File: src/rtl/key_event_queue.sv
// Key-press event queue: serialises per-key press pulses, lowest index first,
// into a small FIFO of binary key codes drained by a valid/ready handshake.
module key_event_queue #(
  parameter int WIDTH  = 5,
  parameter int CODE_W = 3,
  parameter int DEPTH  = 4
) (
  input  logic                       clk,
  input  logic                       rst_n,
  input  logic [WIDTH-1:0]           key_pulse,
  input  logic                       evt_ready,
  output logic                       evt_valid,
  output logic [CODE_W-1:0]          evt_code,
  output logic [$clog2(DEPTH):0]     evt_count,
  input  logic                       ovf_clr,
  output logic                       ovf
);

  localparam int PTR_W = $clog2(DEPTH);
  localparam int CNT_W = PTR_W + 1;

  logic [WIDTH-1:0]  pend_q, pend_d;
  logic [PTR_W-1:0]  wptr_q, wptr_d;
  logic [PTR_W-1:0]  rptr_q, rptr_d;
  logic [CNT_W-1:0]  count_q, count_d;
  logic              ovf_q, ovf_d;
  logic [CODE_W-1:0] mem_q [DEPTH];

  logic              full;
  logic              found;
  logic [CODE_W-1:0] grant_idx;
  logic [WIDTH-1:0]  grant;
  logic              push;
  logic              pop;

  assign full = (count_q == CNT_W'(DEPTH));

  // Priority pick of the lowest pending key; a full FIFO blocks every grant.
  always_comb begin
    found     = 1'b0;
    grant_idx = '0;
    grant     = '0;
    for (int i = 0; i < WIDTH; i++) begin
      if (pend_q[i] && !found) begin
        found     = 1'b1;
        grant_idx = CODE_W'(i);
        if (!full) begin
          grant[i] = 1'b1;
        end
      end
    end
  end

  assign push = found && !full;
  assign pop  = (count_q != '0) && evt_ready;

  always_comb begin
    pend_d = (pend_q & ~grant) | key_pulse;

    // A set in the same cycle as a clear must win.
    ovf_d = ovf_q;
    if (ovf_clr) begin
      ovf_d = 1'b0;
    end
    if (|(key_pulse & pend_q & ~grant)) begin
      ovf_d = 1'b1;
    end

    wptr_d = push ? wptr_q + PTR_W'(1) : wptr_q;
    rptr_d = pop  ? rptr_q + PTR_W'(1) : rptr_q;

    count_d = count_q;
    case ({push, pop})
      2'b10:   count_d = count_q + CNT_W'(1);
      2'b01:   count_d = count_q - CNT_W'(1);
      default: count_d = count_q;
    endcase
  end

  always_ff @(posedge clk) begin
    if (!rst_n) begin
      pend_q  <= '0;
      wptr_q  <= '0;
      rptr_q  <= '0;
      count_q <= '0;
      ovf_q   <= 1'b0;
      for (int i = 0; i < DEPTH; i++) begin
        mem_q[i] <= '0;
      end
    end else begin
      pend_q  <= pend_d;
      wptr_q  <= wptr_d;
      rptr_q  <= rptr_d;
      count_q <= count_d;
      ovf_q   <= ovf_d;
      if (push) begin
        mem_q[wptr_q] <= grant_idx;
      end
    end
  end

  assign evt_valid = (count_q != '0);
  assign evt_code  = mem_q[rptr_q];
  assign evt_count = count_q;
  assign ovf       = ovf_q;

endmodule

File: config.mk
export PLATFORM = sky130hd
export DESIGN_NAME = key_event_queue
export DESIGN_NICKNAME = d
export VERILOG_FILES = /design/src/rtl/key_event_queue.sv
export SDC_FILE = /design/constraint.sdc
export NUM_CORES = 1
export LEC_CHECK = 0
export BUFFER_PORTS_ARGS = -buffer_cell sky130_fd_sc_hd__buf_2
export CAP_MARGIN = 15
export CORE_MARGIN = 1
export CORE_UTILIZATION = 45
export CTS_CLUSTER_SIZE = 14
export DETAILED_ROUTE_END_ITERATION = 16
export GPL_TIMING_DRIVEN = 0
export PLACE_DENSITY = 0.69
export SETUP_SLACK_MARGIN = 0.5
export SLEW_MARGIN = 40
export SYNTH_ARGS = -nofsm -noshare
export SYNTH_HDL_FRONTEND = slang
export SYNTH_SLANG_ARGS = --single-unit
File: constraint.sdc
create_clock -name clk -period 2.2 [get_ports clk]
set_input_delay 0.22 -clock clk [delete_from_list [all_inputs] [get_ports clk]]
set_output_delay 0.22 -clock clk [all_outputs]
set_load 0.05 [all_outputs]
==> flow_summary_export.csv, run 1 <==
group,metric,value,unit
grt,grt_pass1_wl,3.68,mm
critical_path,crit_fanout,2,
final_layout,num_antenna_cells,0,
yosys,ys_seq_area_share,54.5,%
routing,route.vias.total,900,
placement,gp_congestion,0.768,
yosys,synth_cells,114,
critical_path,slowest_delay,0.55,ns
routing,dr.pass1.iters,4,
final_layout,multi_input_area,529,um2
yosys,ys_top_cells_by_area,"edfxtp_1 (30%), dfxtp_1 (25%), nor2_1 (6.8%)",
yosys,yosys_warnings,0,
grt,grt_start_max_net_pins,16,
status,status,"finished, violations left",
cts,clk_pin_slew,0.14,ns
yosys,synthAdderAreaFrac,2.68,%
cts,root_buffer,"clkbuf_4",
critical_path,worst_path_max_delay_cell,"or4_4",
critical_path,critPathLaunchType,"flip-flop",
yosys,yosysMostFrequentCell,"nor2_1",
die,ios,17,
routing,drt_iter0_drc,12,
timing,finalClockSkew,0.00343,ns
yosys,avgSynthCellArea,10.6,um2
final_layout,syn_to_final_growth,20.3,%
yosys,synth.top_cell.area_share,29.7,%
routing,wirelength,2.32,mm
routing,wl_per_cell,13.6,um
cts,cts_hold_buf,0,
power_and_ir_drop,ir_drop,0.945,mV
timing,max_freq,434,MHz
status,violations,"negative setup slack",
placement,numPortBuffers,15,
timing,rsz0062_at_grt,"yes",
yosys,synthTopCellsByCount,"nor2_1 (22), dfxtp_1 (15), edfxtp_1 (12)",
yosys,syn_nets,125,
yosys,synthFlopType,"dfxtp_1",
cts,cts_made_buffers,3,
die,die_h,53.9,um
critical_path,path_cells,"or4_4, o21ai_4, ha_4, inv_2, fa_2, xor2_1, or3_1, a21oi_2",
routing,vias_per_cell,5.29,
final_layout,drive_above_1_share,32.9,%
timing,tns,-0.102,ns
yosys,yosys.area_share.simple,16.0,%
timing,fin_crit,2.30,ns
timing,hold_viol,0,
cts,clkSinkCount,27,
final_layout,fillers,223,
grt,grtUsageTotal,18.1,%
yosys,syn-cell-area,0.00121,mm2
grt,grt_overflow,0,
yosys,ys_ff_latch,27,
critical_path,required,2.46,ns
yosys,synth_edf_count,12,
cts,htree_levels,1,
cts,clk_latency,0.31,ns
yosys,synth_cell_types,35,
yosys,synth_top_family_by_area,"simple AND/OR/NAND/NOR gates",
routing,drtAntennaViolNets,0,
yosys,synth_compound_area_share,12.9,%
die,start_util,48.1,%
yosys,synth.largest_area_cell,"edfxtp_1",
worst_hold_path,min_path_type,"input pin to flip-flop",
power_and_ir_drop,p_leak,0.593,nW
power_and_ir_drop,p_per_area,1190,mW/mm2
final_layout,fin_nets,152,
die,core-area,0.00252,mm2
grt,grt_pass1_vias,863,
routing,drc,0,
final_layout,regArea,679,um2
grt,grt_antenna_before_repair,0,
timing,max_slew_margin,62.9,%
timing,period_share,105,%
run,maxCapViolations,0,
yosys,synthArstFlopShare,0,%
timing,setup_ws,-0.102,ns
die,chipWidth,53.9,um
timing,tightest_slew,0.552,ns
critical_path,crit_type,"flip-flop to flip-flop",
yosys,synthMuxAreaShare,5.57,%
critical_path,cp.arrival,2.56,ns
placement,place_ws,-0.152,ns
placement,hpwl,1.63,mm
cts,cts_buffer_depth,2,
cts,cts_tree,"done",
yosys,synth_xor_area_share,4.33,%
die,dieArea,0.00291,mm2
critical_path,endpoint_kind,"flip-flop",
die,row_count,18,
timing,slew_violations,0,
timing,setup_viol,1,
layer usage:
| metal | global-route usage (%) | up-vias | part of all wire [%] |
|---|---|---|---|
| met4 | 7.02 | 0 | 0.43 |
| met3 | 3.11 | 2 | 4.4 |
| met2 | 31.7 | 21 | 51 |
| met1 | 21.9 | 425 | 44 |
| li1 | - | 452 | - |
| met5 | 0 | - | 0 |
worst max-delay path, delay by kind of cell (launching register included):
kind | cells | cell delay (ns)
buffers and inverters | 1 | 0.03
AO/OA/AOI/OAI | 2 | 0.33
AND/OR/NAND/NOR | 2 | 0.87
flip-flops | 1 | 0.37
adder cells (fa/ha/maj) | 2 | 0.48
XOR/XNOR | 1 | 0.15
area by class of cell:
class	instances	area share (%)
flip-flops and latches	27	46.6
multi-input cells	75	36.3
repair buffers	22	9.35
well taps	30	2.57
inverters	9	2.32
clock buffers	3	1.54
plain buffers	3	1.03
clock inverters	1	0.343
metrics by stage:
stage / area (um2) / util (%) / cells / power, W / hold WS (ns)
2_1_floorplan: 1240 / - / 114 / 0.00134 / 0.337
3_3_place_gp: 1360 / 53.7 / 159 / 0.00147 / 0.442
3_5_place_dp: 1360 / 53.7 / 159 / 0.00149 / 0.451
4_1_cts: 1430 / 56.6 / 168 / 0.00171 / 0.114
5_1_grt: 1460 / 57.8 / 170 / 0.00185 / 0.121
6_report: 1460 / 57.8 / 170 / 0.00174 / 0.122
logic make-up (layout without fill, tap and decap cells):
| group | count (synthesis) | after routing |
|---|---|---|
| AO/OA/AOI/OAI | 23 | 23 |
| adder cells (fa/ha/maj) | 2 | 2 |
| buffers and inverters | 12 | 38 |
| flip-flops | 27 | 27 |
| XOR/XNOR | 6 | 6 |
| AND/OR/NAND/NOR | 41 | 41 |
| multiplexers | 3 | 3 |
power by group:
group	switching, W	leakage (nW)	internal (W)
sequential	0.000101	0.255	0.000656
combinational	0.000485	0.321	0.000292
clock	0.000140	0.0177	0.0000679
total	0.000726	0.593	0.00102
path summary, 6_finish.rpt:
kind | start | to | slack [ns] | depth (start not counted)
max | pend_q[1] | evt_count[2] | -0.10 | 8
min | key_pulse[4] | pend_q[4] | 0.12 | 3
max reg2reg | pend_q[1] | evt_count[2] | -0.10 | 8
min reg2reg | rptr_q[1] | rptr_q[1] | 0.54 | 2
registers in the layout, summed over array words and instances, names as in the netlist, named ones only:
register   cells
evt_count      3
wptr_q         2
rptr_q         2
ovf            1
pend_q         5
mem_q         12
timing repair:
item	4_1_cts	5_1_grt
buffers inserted	5	2
endpoints found under the setup margin	9	21
resized for setup	5	7
pin swaps	5	2
layout by cell type (no fill, tap or decap), types with 2 or more instances in the layout:
cell type	count
inv_1	8
o21a_1	4
dfxtp_1	8
a21oi_1	3
buf_2	13
clkbuf_4	3
buf_4	9
or3_1	2
clkbuf_1	2
nor2_1	22
mux4_2	3
or2_2	2
xnor2_1	2
o21ai_0	5
xor2_1	4
edfxtp_1	12
dfxtp_4	4
nand2_1	7
dfxtp_2	3
No activity file was read; power rests on OpenSTA's default activity.
==> run 2: changes to the inputs <==
--- a/config.mk
+++ b/config.mk
@@ -11,7 +11,6 @@
 export CORE_UTILIZATION = 45
 export CTS_CLUSTER_SIZE = 14
 export DETAILED_ROUTE_END_ITERATION = 16
-export GPL_TIMING_DRIVEN = 0
 export PLACE_DENSITY = 0.69
 export SETUP_SLACK_MARGIN = 0.5
 export SLEW_MARGIN = 40
==> flow_summary_export.csv, run 2 (synthesized netlist as in run 1, its figures left out) <==
group,metric,value,unit
timing,rsz0062_at_grt,"yes",
cts,clk_latency,0.33,ns
final_layout,fin_util,57.5,%
cts,postCtsSetupRepairBufs,0,
die,die_h,53.9,um
placement,dpl.cell_count,166,
timing,tns,-0.0244,ns
placement,hpwl,1.74,mm
timing,whs,0.116,ns
cts,cts_made_buffers,3,
cts,clk_pin_slew,0.16,ns
die,start_util,48.1,%
routing,wirelength,2.24,mm
worst_hold_path,whs_path_depth,3,
critical_path,required,2.47,ns
die,chipWidth,53.9,um
grt,grt_pass1_wl,3.91,mm
routing,drc,0,
routing,route.vias.total,890,
worst_hold_path,hold_end,"pend_q[4]",
status,status,"finished, violations left",
final_layout,layout_common_cells,"nor2_1 (21), buf_2 (16), edfxtp_1 (12)",
routing,wl_per_cell,13.2,um
timing,period_share,101,%
timing,hold_viol,0,
timing,setup_viol,1,
final_layout,num_antenna_cells,0,
placement,numPortBuffers,16,
routing,dr.pass1.iters,4,
critical_path,r2r-end,"evt_count[2]",
timing,fin_crit,2.22,ns
final_layout,largest_reg_flops,12,
timing,max_freq,450,MHz
critical_path,cp.arrival,2.49,ns
final_layout,final_common_cell,"nor2_1",
power_and_ir_drop,p_leak,0.593,nW
critical_path,rr_startpoint,"pend_q[3]",
worst_hold_path,min_path_type,"input pin to flip-flop",
grt,grt_overflow,0,
cts,root_buffer,"clkbuf_4",
final_layout,regArea,669,um2
timing,finalClockSkew,0.0139,ns
timing,slew_violations,0,
status,violations,"negative setup slack",
cts,cts_buffer_depth,2,
grt,grt_antenna_before_repair,0,
routing,vias_per_cell,5.24,
final_layout,drive_above_1_share,33.6,%
cts,clkSinkCount,27,
cts,cts_tree,"done",
critical_path,crit_fanout,2,
timing,setup_ws,-0.0244,ns
worst_hold_path,min_from,"key_pulse[4]",
timing,tightest_slew,0.503,ns
final_layout,largest_register,"mem_q",
critical_path,critPathLaunchType,"flip-flop",
cts,htree_levels,1,
power_and_ir_drop,p_per_area,1210,mW/mm2
die,row_count,18,
final_layout,fin_nets,152,
final_layout,fillers,224,
routing,drtAntennaViolNets,0,
routing,drt_iter0_drc,16,
power_and_ir_drop,ir_drop,0.922,mV
die,dieArea,0.00291,mm2
final_layout,syn_to_final_growth,19.6,%
die,ios,17,
timing,max_slew_margin,66.2,%
final_layout,multi_input_area,532,um2
grt,grt_pass1_vias,923,
die,core-area,0.00252,mm2
critical_path,r2r_setup_slack,-0.02,ns
critical_path,r2r_cells,8,
placement,gp_congestion,0.843,
critical_path,endpoint_kind,"flip-flop",
grt,grtUsageTotal,19.0,%
cts,cts_hold_buf,0,
run,maxCapViolations,0,
critical_path,crit_type,"flip-flop to flip-flop",
final_layout,final_cells,170,
grt,grt_start_max_net_pins,17,
[run 2: cell count changes in the layout (fill, tap and decap cells not counted)]
cell / delta
buf_2: +3
buf_6: -1
clkbuf_1: -2
clkinv_2: -1
clkinvlp_4: +1
dfxtp_1: +2
dfxtp_2: +1
dfxtp_4: -3
nor2_1: -1
nor2_2: +1
[run 2: how the worst max path moves through the flow]
| stage | cells after the start | slack [ns] | from | end |
|---|---|---|---|---|
| final | 8 | -0.02 | pend_q[3] | evt_count[2] |
| after global routing | 8 | -0.10 | pend_q[3] | evt_count[2] |
| after CTS | 8 | -0.04 | pend_q[3] | evt_count[2] |
| after detailed placement | 8 | -0.06 | pend_q[3] | evt_count[2] |
| after global placement | 8 | 0.01 | pend_q[3] | evt_count[2] |
| after floorplan | 8 | -0.05 | pend_q[3] | evt_count[2] |
[run 2: routing by layer]
layer / global-route usage [%] / routed length [um]
met2: 35.0 / 1160
met4: 6.58 / 10
met5: 0 / 0
met1: 22.1 / 1010
met3: 2.54 / 59
[run 2: worst max-delay path, stage by stage (launching register included)]
cell,delay (ns)
dfxtp_2,0.35
or4_4,0.54
o21ai_4,0.17
ha_4,0.15
inv_2,0.04
fa_2,0.34
xor2_1,0.15
or3_1,0.31
a21oi_1,0.13
[run 2: metrics by stage]
stage | cell area [um2] | power (W) | setup WS, ns
3_3_place_gp | 1410 | 0.00151 | 0.0104
3_5_place_dp | 1410 | 0.00152 | -0.0636
6_report | 1450 | 0.00176 | -0.0244
2_1_floorplan | 1240 | 0.00134 | -0.0465
4_1_cts | 1440 | 0.00174 | -0.0394
5_1_grt | 1450 | 0.00187 | -0.103
[run 2: final cells by class]
| type | instances | area share [%] |
|---|---|---|
| tap | 30 | 2.59 |
| inverter | 9 | 2.33 |
| sequential | 27 | 46.2 |
| clock inverter | 1 | 0.518 |
| timing repair buffer | 25 | 10.2 |
| clock buffer | 3 | 1.55 |
| multi-input combinational | 75 | 36.7 |
[run 2: what timing repair did]
item,4_1_cts,5_1_grt
endpoints found under the setup margin,12,20
gates resized for setup,1,2
pin swaps,1,0
[run 2: where the power goes]
part,switching [W],internal [W]
sequential,0.0000850,0.000652
combinational,0.000505,0.000294
clock,0.000155,0.0000694
